### config.mk
export PLATFORM = sky130hd
export DESIGN_NAME = mem_arbiter_flat
export DESIGN_NICKNAME = d
export VERILOG_FILES = /design/src/rtl/mem_arbiter_if.sv /design/src/rtl/mem_arbiter.sv /design/src/flat_wrapper.sv
export SDC_FILE = /design/constraint.sdc
export NUM_CORES = 1
export LEC_CHECK = 0
export ABC_CLOCK_PERIOD_IN_PS = 1800
export CAP_MARGIN = 10
export CORE_ASPECT_RATIO = 0.8
export CORE_MARGIN = 3
export CORE_UTILIZATION = 39
export CTS_CLUSTER_DIAMETER = 60
export CTS_CLUSTER_SIZE = 30
export DETAILED_ROUTE_END_ITERATION = 10
export GPL_TIMING_DRIVEN = 0
export PLACE_DENSITY_LB_ADDON = 0.15
export SLEW_MARGIN = 20
export SYNTH_ARGS = -nofsm -noshare
export SYNTH_HDL_FRONTEND = slang
export SYNTH_SLANG_ARGS = --single-unit
### constraint.sdc
create_clock -name clk -period 1.8 [get_ports clk]
set_clock_uncertainty 0.1 [all_clocks]
set_input_delay 0.54 -clock clk [delete_from_list [all_inputs] [get_ports clk]]
set_output_delay 0.54 -clock clk [all_outputs]
set_load 0.01 [all_outputs]
### src/rtl/mem_arbiter_if.sv
// Bus bundle for the two-master / one-slave memory arbiter.
// Carries the instruction-fetch port, the data port and the downstream
// Avalon-style slave port. The arbiter uses the slave modport. The master
// modport is the surrounding system's view: the CPU ports and the memory.
interface mem_arbiter_if #(
    parameter int ADDR_W = 32
);
    // Instruction-fetch port
    logic              i_read;
    logic [ADDR_W-1:0] i_address;
    logic              i_waitrequest;
    logic [31:0]       i_readdata;

    // Data port
    logic              d_read;
    logic              d_write;
    logic [ADDR_W-1:0] d_address;
    logic [31:0]       d_writedata;
    logic [3:0]        d_byteenable;
    logic              d_waitrequest;
    logic [31:0]       d_readdata;

    // Shared slave port
    logic              m_read;
    logic              m_write;
    logic [ADDR_W-1:0] m_address;
    logic [31:0]       m_writedata;
    logic [3:0]        m_byteenable;
    logic              m_waitrequest;
    logic [31:0]       m_readdata;

    modport slave (
        input  i_read, i_address,
        output i_waitrequest, i_readdata,
        input  d_read, d_write, d_address, d_writedata, d_byteenable,
        output d_waitrequest, d_readdata,
        output m_read, m_write, m_address, m_writedata, m_byteenable,
        input  m_waitrequest, m_readdata
    );

    modport master (
        output i_read, i_address,
        input  i_waitrequest, i_readdata,
        output d_read, d_write, d_address, d_writedata, d_byteenable,
        input  d_waitrequest, d_readdata,
        input  m_read, m_write, m_address, m_writedata, m_byteenable,
        output m_waitrequest, m_readdata
    );
endinterface

### src/rtl/mem_arbiter.sv
// Two-master memory arbiter. Instruction fetch and data traffic share one
// single-port RAM. Accesses are serialised and all slave commands come from
// registers. Under contention the two masters alternate. The slave's
// variable-latency waitrequest becomes a one-cycle acknowledge per master.
module mem_arbiter #(
    parameter int ADDR_W = 32
) (
    input  logic         clk,
    input  logic         reset,
    mem_arbiter_if.slave bus,
    output logic         err
);

    typedef enum logic [2:0] {
        IDLE,
        REQ_I,
        REQ_D,
        ACK_I,
        ACK_D
    } state_t;

    typedef enum logic {
        GRANT_I,
        GRANT_D
    } grant_t;

    state_t            state_q, state_d;
    grant_t            last_grant_q, last_grant_d;
    logic              m_read_q, m_read_d;
    logic              m_write_q, m_write_d;
    logic [ADDR_W-1:0] m_address_q, m_address_d;
    logic [31:0]       m_writedata_q, m_writedata_d;
    logic [3:0]        m_byteenable_q, m_byteenable_d;
    logic [31:0]       i_readdata_q, i_readdata_d;
    logic [31:0]       d_readdata_q, d_readdata_d;
    logic              err_q, err_d;

    logic              i_pending;
    logic              d_pending;
    logic              grant_i;
    logic              grant_d;
    logic              d_conflict;

    // The fetch port wins when it is alone, or when the data port was served last.
    assign i_pending  = bus.i_read;
    assign d_pending  = bus.d_read | bus.d_write;
    assign grant_i    = i_pending & (~d_pending | (last_grant_q == GRANT_D));
    assign grant_d    = d_pending & ~grant_i;
    assign d_conflict = bus.d_read & bus.d_write;

    // Next-state logic: grant in IDLE, wait out the slave in REQ_x, then acknowledge.
    always_comb begin
        state_d        = state_q;
        last_grant_d   = last_grant_q;
        m_read_d       = m_read_q;
        m_write_d      = m_write_q;
        m_address_d    = m_address_q;
        m_writedata_d  = m_writedata_q;
        m_byteenable_d = m_byteenable_q;
        i_readdata_d   = i_readdata_q;
        d_readdata_d   = d_readdata_q;
        err_d          = err_q;

        case (state_q)
            IDLE: begin
                if (grant_i) begin
                    state_d        = REQ_I;
                    m_read_d       = 1'b1;
                    m_write_d      = 1'b0;
                    m_address_d    = bus.i_address;
                    m_writedata_d  = '0;
                    m_byteenable_d = 4'b1111;
                end else if (grant_d) begin
                    // A simultaneous read and write is carried out as a write and flagged.
                    state_d        = REQ_D;
                    m_read_d       = bus.d_read & ~bus.d_write;
                    m_write_d      = bus.d_write;
                    m_address_d    = bus.d_address;
                    m_writedata_d  = bus.d_writedata;
                    m_byteenable_d = bus.d_byteenable;
                    if (d_conflict) begin
                        err_d = 1'b1;
                    end
                end
            end

            REQ_I: begin
                if (!bus.m_waitrequest) begin
                    i_readdata_d = bus.m_readdata;
                    m_read_d     = 1'b0;
                    m_write_d    = 1'b0;
                    last_grant_d = GRANT_I;
                    state_d      = ACK_I;
                end
            end

            REQ_D: begin
                if (!bus.m_waitrequest) begin
                    if (m_read_q) begin
                        d_readdata_d = bus.m_readdata;
                    end
                    m_read_d     = 1'b0;
                    m_write_d    = 1'b0;
                    last_grant_d = GRANT_D;
                    state_d      = ACK_D;
                end
            end

            ACK_I: begin
                state_d = IDLE;
            end

            ACK_D: begin
                state_d = IDLE;
            end

            default: begin
                state_d = IDLE;
            end
        endcase
    end

    // State and command registers. Reset abandons any transaction in flight.
    always_ff @(posedge clk or negedge reset) begin
        if (!reset) begin
            state_q        <= IDLE;
            last_grant_q   <= GRANT_D;
            m_read_q       <= 1'b0;
            m_write_q      <= 1'b0;
            m_address_q    <= '0;
            m_writedata_q  <= '0;
            m_byteenable_q <= '0;
            i_readdata_q   <= '0;
            d_readdata_q   <= '0;
            err_q          <= 1'b0;
        end else begin
            state_q        <= state_d;
            last_grant_q   <= last_grant_d;
            m_read_q       <= m_read_d;
            m_write_q      <= m_write_d;
            m_address_q    <= m_address_d;
            m_writedata_q  <= m_writedata_d;
            m_byteenable_q <= m_byteenable_d;
            i_readdata_q   <= i_readdata_d;
            d_readdata_q   <= d_readdata_d;
            err_q          <= err_d;
        end
    end

    // Each master's waitrequest is low only in its own acknowledge cycle.
    assign bus.i_waitrequest = (state_q != ACK_I);
    assign bus.d_waitrequest = (state_q != ACK_D);
    assign bus.i_readdata    = i_readdata_q;
    assign bus.d_readdata    = d_readdata_q;

    assign bus.m_read        = m_read_q;
    assign bus.m_write       = m_write_q;
    assign bus.m_address     = m_address_q;
    assign bus.m_writedata   = m_writedata_q;
    assign bus.m_byteenable  = m_byteenable_q;

    assign err               = err_q;

endmodule

### src/flat_wrapper.sv
// flat-port wrapper written by rule: the top's interface ports become plain ports
module mem_arbiter_flat 
#(
    parameter int ADDR_W = 32
)
  (clk, reset, err, bus_i_read, bus_i_address, bus_i_waitrequest, bus_i_readdata, bus_d_read, bus_d_write, bus_d_address, bus_d_writedata, bus_d_byteenable, bus_d_waitrequest, bus_d_readdata, bus_m_read, bus_m_write, bus_m_address, bus_m_writedata, bus_m_byteenable, bus_m_waitrequest, bus_m_readdata);
  mem_arbiter_if #(.ADDR_W(ADDR_W)) bus_i ();
  input  logic clk;
  input  logic reset;
  output logic err;
  input wire logic [$bits(bus_i.i_read)-1:0] bus_i_read;
  input wire logic [$bits(bus_i.i_address)-1:0] bus_i_address;
  output wire logic [$bits(bus_i.i_waitrequest)-1:0] bus_i_waitrequest;
  output wire logic [$bits(bus_i.i_readdata)-1:0] bus_i_readdata;
  input wire logic [$bits(bus_i.d_read)-1:0] bus_d_read;
  input wire logic [$bits(bus_i.d_write)-1:0] bus_d_write;
  input wire logic [$bits(bus_i.d_address)-1:0] bus_d_address;
  input wire logic [$bits(bus_i.d_writedata)-1:0] bus_d_writedata;
  input wire logic [$bits(bus_i.d_byteenable)-1:0] bus_d_byteenable;
  output wire logic [$bits(bus_i.d_waitrequest)-1:0] bus_d_waitrequest;
  output wire logic [$bits(bus_i.d_readdata)-1:0] bus_d_readdata;
  output wire logic [$bits(bus_i.m_read)-1:0] bus_m_read;
  output wire logic [$bits(bus_i.m_write)-1:0] bus_m_write;
  output wire logic [$bits(bus_i.m_address)-1:0] bus_m_address;
  output wire logic [$bits(bus_i.m_writedata)-1:0] bus_m_writedata;
  output wire logic [$bits(bus_i.m_byteenable)-1:0] bus_m_byteenable;
  input wire logic [$bits(bus_i.m_waitrequest)-1:0] bus_m_waitrequest;
  input wire logic [$bits(bus_i.m_readdata)-1:0] bus_m_readdata;
  assign bus_i.i_read = bus_i_read;
  assign bus_i.i_address = bus_i_address;
  assign bus_i_waitrequest = bus_i.i_waitrequest;
  assign bus_i_readdata = bus_i.i_readdata;
  assign bus_i.d_read = bus_d_read;
  assign bus_i.d_write = bus_d_write;
  assign bus_i.d_address = bus_d_address;
  assign bus_i.d_writedata = bus_d_writedata;
  assign bus_i.d_byteenable = bus_d_byteenable;
  assign bus_d_waitrequest = bus_i.d_waitrequest;
  assign bus_d_readdata = bus_i.d_readdata;
  assign bus_m_read = bus_i.m_read;
  assign bus_m_write = bus_i.m_write;
  assign bus_m_address = bus_i.m_address;
  assign bus_m_writedata = bus_i.m_writedata;
  assign bus_m_byteenable = bus_i.m_byteenable;
  assign bus_i.m_waitrequest = bus_m_waitrequest;
  assign bus_i.m_readdata = bus_m_readdata;
  mem_arbiter #(.ADDR_W(ADDR_W)) u_core (.clk(clk), .reset(reset), .bus(bus_i), .err(err));
endmodule
After elaboration in Yosys (flattened, before gate mapping) --
Cells that the tools add are included.
Operators by class: equality and inequality tests 8, shift-type cells 0, muxes and demuxes 20, bitwise gates (word level) 10, reduce and logical (&&, ||, !) cells 12, $lt $le $gt $ge 0, add/sub/neg operators 0, divide/modulo/power cells 0, $mul 0
Operators by type and width (count):
- two-way mux 32 bit | 4
- two-way mux 3 bit | 4
- AND reduction 3 bit | 4
- case mux 3 bit (3 select lines) | 1
- two-way mux 4 bit | 2
- two-way mux 1 bit | 6
- != test 2 bit (second input constant) | 3
- case mux 1 bit (2 select lines) | 3
- nonzero test 2 bit | 3
- AND 1 bit | 4
- NOT 1 bit | 4
- AND reduction 2 bit | 2
- AND reduction 4 bit | 1
- == test 3 x 1 -> 1 bit (second input constant) | 1
- == test 3 x 2 -> 1 bit (second input constant) | 1
- logical NOT 3 bit | 1
- != test 3 x 1 -> 1 bit (second input constant) | 1
- != test 3 x 2 -> 1 bit (second input constant) | 1
- != test 3 bit (second input constant) | 1
- OR 1 bit | 2
- OR reduction 2 bit | 1
Word-level totals: word-level logic and storage cells 60, memory bits (writable) 0, memories 0, output and inout port bits 137, register bits 139, ROM bits 0, bits of input ports 138, bits in latches 0

Logic depth before layout (Yosys ltp) --
depth after elaboration 9, gate-level depth with buffers 6, depth with buffers taken out 3

Least setup slack after synthesis --
OpenSTA, ideal clock, no wires.
path kind input to register, start point in bus_d_write, end point reg u_core.m_writedata_q[10] (netlist: u_core.bus.m_writedata[10]), buffers on the path 2, library setup time 0.142 ns, slack 0.032 ns, stages 5, arrival time 1.526 ns, required time 1.558 ns, cells stage by stage or2_2 > clkbuf_1 > nand3_1 > clkbuf_1 > o221ai_1
Between the ends: longest elaborated chain between the ends 8, elaborated cells on any way between the ends 9, classes of those cells 1 x mux; 6 x bitwise; 2 x reduce/logical
RTL lines:
- from (decl) | line flat_wrapper.sv:16 | input wire logic [$bits(bus_i.d_write)-1:0] bus_d_write;
- OR 1 bit (*) | line mem_arbiter.sv:46 | assign d_pending = bus.d_read | bus.d_write;
- NOT 1 bit | line mem_arbiter.sv:47 | assign grant_i = i_pending & (~d_pending | (last_grant_q == GRANT_D));
- OR 1 bit | line mem_arbiter.sv:47
- AND 1 bit | line mem_arbiter.sv:47
- NOT 1 bit (no source line)
- AND 1 bit | line mem_arbiter.sv:48 | assign grant_d = d_pending & ~grant_i;
- nonzero test 2 bit (no source line)
- AND reduction 2 bit (no source line)
- to (signal assigned) | line mem_arbiter.sv:142 | m_writedata_q <= m_writedata_d;
- to (decl) | line mem_arbiter.sv:32 | logic [31:0] m_writedata_q, m_writedata_d;
Mark *: on every way between the ends. The rest lies on a longest branch, timed or not. A chain may end at the register's enable or synchronous reset.

Worst setup path after layout --
start point reg u_core.state_q[1], end point reg u_core.m_address_q[9] (netlist: u_core.bus.m_address[9])
Between the ends: longest elaborated chain between the ends 2
RTL lines:
- from (decl) | line mem_arbiter.sv:27 | state_t state_q, state_d;
- from (signal assigned) | line mem_arbiter.sv:137 | state_q <= state_d;
- logical NOT 3 bit | line mem_arbiter.sv:64 | case (state_q)
- AND reduction 2 bit (no source line)
- to (signal assigned) | line mem_arbiter.sv:141 | m_address_q <= m_address_d;
- to (decl) | line mem_arbiter.sv:31 | logic [ADDR_W-1:0] m_address_q, m_address_d;
Every way passes these cells.

==> impl_metrics.py <==
metrics = {
    "drt": {
        "drt-initial-drc-count": 307,
        "vias": 6191,
        "viasPerCell": 5.51,
        "drt-wirelength-per-cell_um": 20.9,
        "routed_wl_mm": 23.4,
        "drt_pass1_iterations": 4,
        "ant_nets": 0,
        "drc": 0,
    },
    "logic_synthesis": {
        "synth_fp_nets": 694,
        "synth_top_family_by_area": "compound AO/OA/AOI/OAI gates",
        "yosysSeqAreaShare_pct": 52.2,
        "syn_area_per_cell_um2": 12.0,
        "synth-adder-area-share_pct": 0,
        "synthXorXnorAreaFrac_pct": 0.131,
        "synth_cells": 556,
        "ys_warn_count": 0,
        "synth_compound_area_share_pct": 22.8,
        "mappedNetlistArea_um2": 6670,
        "synth_cell_types": 40,
        "synth-seq-cells": 139,
        "yosys.area_share.simple_pct": 7.77,
        "synthMuxAreaShare_pct": 10.8,
    },
    "placement": {
        "port_buffers": 273,
        "post-place-cells": 1050,
        "place_area_um2": 9710,
        "routabilityCongestion": 0.856,
        "dp_hpwl_mm": 16.0,
    },
    "timing": {
        "slew_headroom_pct": 42.7,
        "drv_slew": 0,
        "fin_crit_sh_pct": 105,
        "rsz0062_at_grt": "true",
        "whs_ns": -0.00432,
        "hold_viol_final": 2,
        "clock.fmax_ghz": 0.531,
        "timing.final.ws_setup_ns": -0.0849,
        "min_period_ns": 1.88,
        "setup_viol": 83,
        "tightest_slew_ns": 0.859,
    },
    "power": {
        "powerDensity_nw_per_um2": 1720,
        "leakage_nw": 4.97,
        "ir_drop_mv": 0.832,
    },
    "floorplanning": {
        "die_y_um": 123,
        "rows": 42,
        "die-area_um2": 18700,
        "ios": 275,
        "die_w_um": 152,
        "start_util_pct": 40.0,
        "core-area_um2": 16700,
    },
    "worst_hold_path": {
        "hp-class": "in -> async",
    },
    "grt": {
        "grt_pass1_wl_mm": 34.9,
        "grt_use_total_pct": 23.4,
        "grtUsageMet2_pct": 38.9,
        "grt_max_degree": 77,
        "top_usage_layer": "met2",
        "antenna_found_initial": 0,
        "grt_pass1_vias": 6271,
        "grt_use_met3_pct": 6.33,
        "grt_use_met1_pct": 31.0,
        "overflow": 0,
    },
    "cts": {
        "clock-sinks": 139,
        "numCtsBuffers": 17,
        "htreeDepth": 4,
        "clk_latency_ns": 0.41,
        "clock_path_buffers": 2,
        "path_clk_slew_ns": 0.06,
        "clockRootBuffer": "clkbuf_16",
        "cts_tree": "built",
    },
    "layout": {
        "layout-drive-gt1-share_pct": 26.8,
        "diodes": 0,
        "stdcell_area_um2": 11400,
        "instances_no_fill": 1123,
        "final_nets": 1028,
        "area_growth_syn_to_layout_pct": 70.5,
    },
    "worst_setup_path": {
        "crit_type": "reg -> reg",
        "path_common_cell": "buf_12",
        "worst_ep_required_time_ns": 2.03,
        "crit_fanout": 6,
        "end_kind": "flop",
        "crit_path_cell_trace": "buf_6 -> or3_4 -> buf_12 -> nor2_8 -> buf_12 -> clkbuf_16 -> a2bb2oi_2",
        "critPathSlowestCell": "or3_4",
        "worstSetupStartpointType": "flop",
        "max_stage_delay_ns": 0.42,
        "crit_arrival_ns": 2.12,
    },
    "status": {
        "violations": "negative hold slack, negative setup slack",
        "outcome": "finished with violations",
    },
    "job": {
        "maxCapViolCount": 0,
    },
}
## registers in the layout, summed over array words and instances, names as in the netlist
register / flops
u_core.bus.d_readdata: 32
u_core.bus.i_readdata: 32
u_core.bus.m_address: 32
u_core.bus.m_writedata: 32
u_core.bus.m_byteenable: 4
u_core.state_q: 3
u_core.bus.m_read: 1
u_core.bus.m_write: 1
u_core.err: 1
u_core.last_grant_q: 1
## cells by family (layout without fill, tap and decap cells)
kind of cell	count (synthesis)	in the layout
muxes	64	64
DFF	139	139
buffers and inverters	92	439
xor gates and xnor gates	1	1
AOI/OAI and AO/OA	177	177
and+or+nand+nor	83	83
## where the power goes
group | internal (mW) | leakage, nW | switching (mW)
Clock | 2.05 | 0.274 | 1.40
Sequential | 4.65 | 1.66 | 0.950
Combinational | 5.88 | 3.04 | 4.57
## final timing paths
path	from	to	slack (ns)	depth (start not counted)
worst min-delay path	reset	u_core.bus.d_readdata[18]	-0.004	1
max in group asynchronous	reset	u_core.last_grant_q	0.81	2
worst max register to register	u_core.state_q[1]	u_core.bus.m_address[9]	-0.08	7
min in group clk	u_core.err	u_core.err	0.38	1
worst max-delay path	u_core.state_q[1]	u_core.bus.m_address[9]	-0.08	7
worst min register to register	u_core.err	u_core.err	0.38	1
## critical path: cells and delay by family (launching register included)
| kind | cells | cell delay (ns) |
|---|---|---|
| and+or+nand+nor | 2 | 0.56 |
| DFF | 1 | 0.40 |
| AOI/OAI and AO/OA | 1 | 0.15 |
| buffers and inverters | 4 | 0.59 |
## per-stage QoR
step | util [%] | TNS (ns) | power, mW | setup WS (ns)
final | 68.2 | -1.96 | 19.5 | -0.0849
after global routing | 68.2 | -7.76 | 20.5 | -0.139
after CTS | 63.0 | -0.422 | 17.6 | -0.0810
after detailed placement | 58.3 | -88.96 | 14.4 | -0.854
after global placement | 58.1 | -839.84 | 14.1 | -5.48
after floorplan | - | 0 | 9.85 | 0.0319
## what timing repair did
item / 4_1_cts / 5_1_grt
gates resized for setup: 224 / 130
pin swaps: 8 / 18
setup buffers: 19 / 15
hold endpoints to repair: 0 / 0
hold buffers: 0 / 0
endpoints found under the setup margin: 265 / 123
gates cloned: 2 / 7
## cell type report
cell class / count / area, um2
Multi-Input combinational cell: 325 / 3230
Sequential cell: 139 / 3480
Inverter: 34 / 128
Clock inverter: 13 / 141
Fill cell: 1222 / 5290
Clock buffer: 19 / 433
Timing Repair Buffer: 317 / 3120
Tap cell: 220 / 275
Buffer: 56 / 556
## Yosys cell counts
cell type | instances | share of area (%)
a311oi_2 | 20 | 4.5
o22ai_1 | 1 | 0.094
a32o_1 | 1 | 0.15
xor2_1 | 1 | 0.13
a21oi_1 | 4 | 0.30
a2bb2oi_1 | 23 | 3.0
buf_4 | 7 | 0.79
nor2_8 | 1 | 0.30
o21ba_2 | 1 | 0.15
nor4b_4 | 1 | 0.36
nor2_1 | 4 | 0.23
nand3_1 | 1 | 0.075
nor3_4 | 2 | 0.49
o22a_1 | 4 | 0.53
nand3b_1 | 1 | 0.11
o221ai_1 | 32 | 4.2
buf_2 | 12 | 0.90
o21ai_0 | 33 | 2.5
and3b_1 | 1 | 0.13
a311oi_1 | 12 | 1.6
o21bai_2 | 1 | 0.17
buf_6 | 4 | 0.68
mux2_1 | 56 | 9.5
and2_1 | 1 | 0.094
a22o_1 | 1 | 0.13
nor3b_1 | 32 | 3.6
a2bb2oi_2 | 10 | 2.3
inv_1 | 33 | 1.9
nor3_1 | 2 | 0.15
or3_4 | 1 | 0.17
dfstp_2 | 1 | 0.39
mux2_2 | 8 | 1.4
dfrtp_1 | 138 | 52
inv_2 | 1 | 0.056
or2_2 | 1 | 0.094
clkbuf_1 | 35 | 2.0
o211ai_1 | 1 | 0.11
a41o_1 | 1 | 0.15
nand2_1 | 35 | 2.0
a31oi_1 | 32 | 3.0
## layout by cell type (no fill, tap or decap), types with 3 or more instances in the layout
| master | count |
|---|---|
| mux2_2 | 8 |
| o21ai_0 | 33 |
| a31oi_1 | 32 |
| o221ai_2 | 4 |
| o221ai_1 | 28 |
| dlygate4sd2_1 | 131 |
| buf_12 | 11 |
| buf_4 | 30 |
| inv_6 | 3 |
| a311oi_4 | 7 |
| clkinvlp_4 | 3 |
| inv_1 | 33 |
| clkbuf_2 | 9 |
| nand2_2 | 4 |
| clkbuf_16 | 24 |
| clkbuf_1 | 11 |
| clkbuf_4 | 9 |
| mux2_4 | 20 |
| nor3b_1 | 32 |
| nand2_1 | 29 |
| clkinv_2 | 3 |
| a311oi_2 | 25 |
| mux2_1 | 36 |
| a21oi_1 | 4 |
| dfrtp_1 | 138 |
| o22a_1 | 4 |
| nor2_1 | 3 |
| a2bb2oi_2 | 32 |
| clkdlybuf4s15_1 | 5 |
| clkdlybuf4s50_1 | 133 |
| buf_8 | 9 |
| buf_6 | 15 |
## per-layer routing
layer / routed length (um) / vias to the layer above
met5: 0 / -
met1: 10300 / 3139
met4: 244 / 0
li1: - / 2780
met3: 1440 / 21
met2: 11500 / 251
Power figures use the tool's default switching activity.
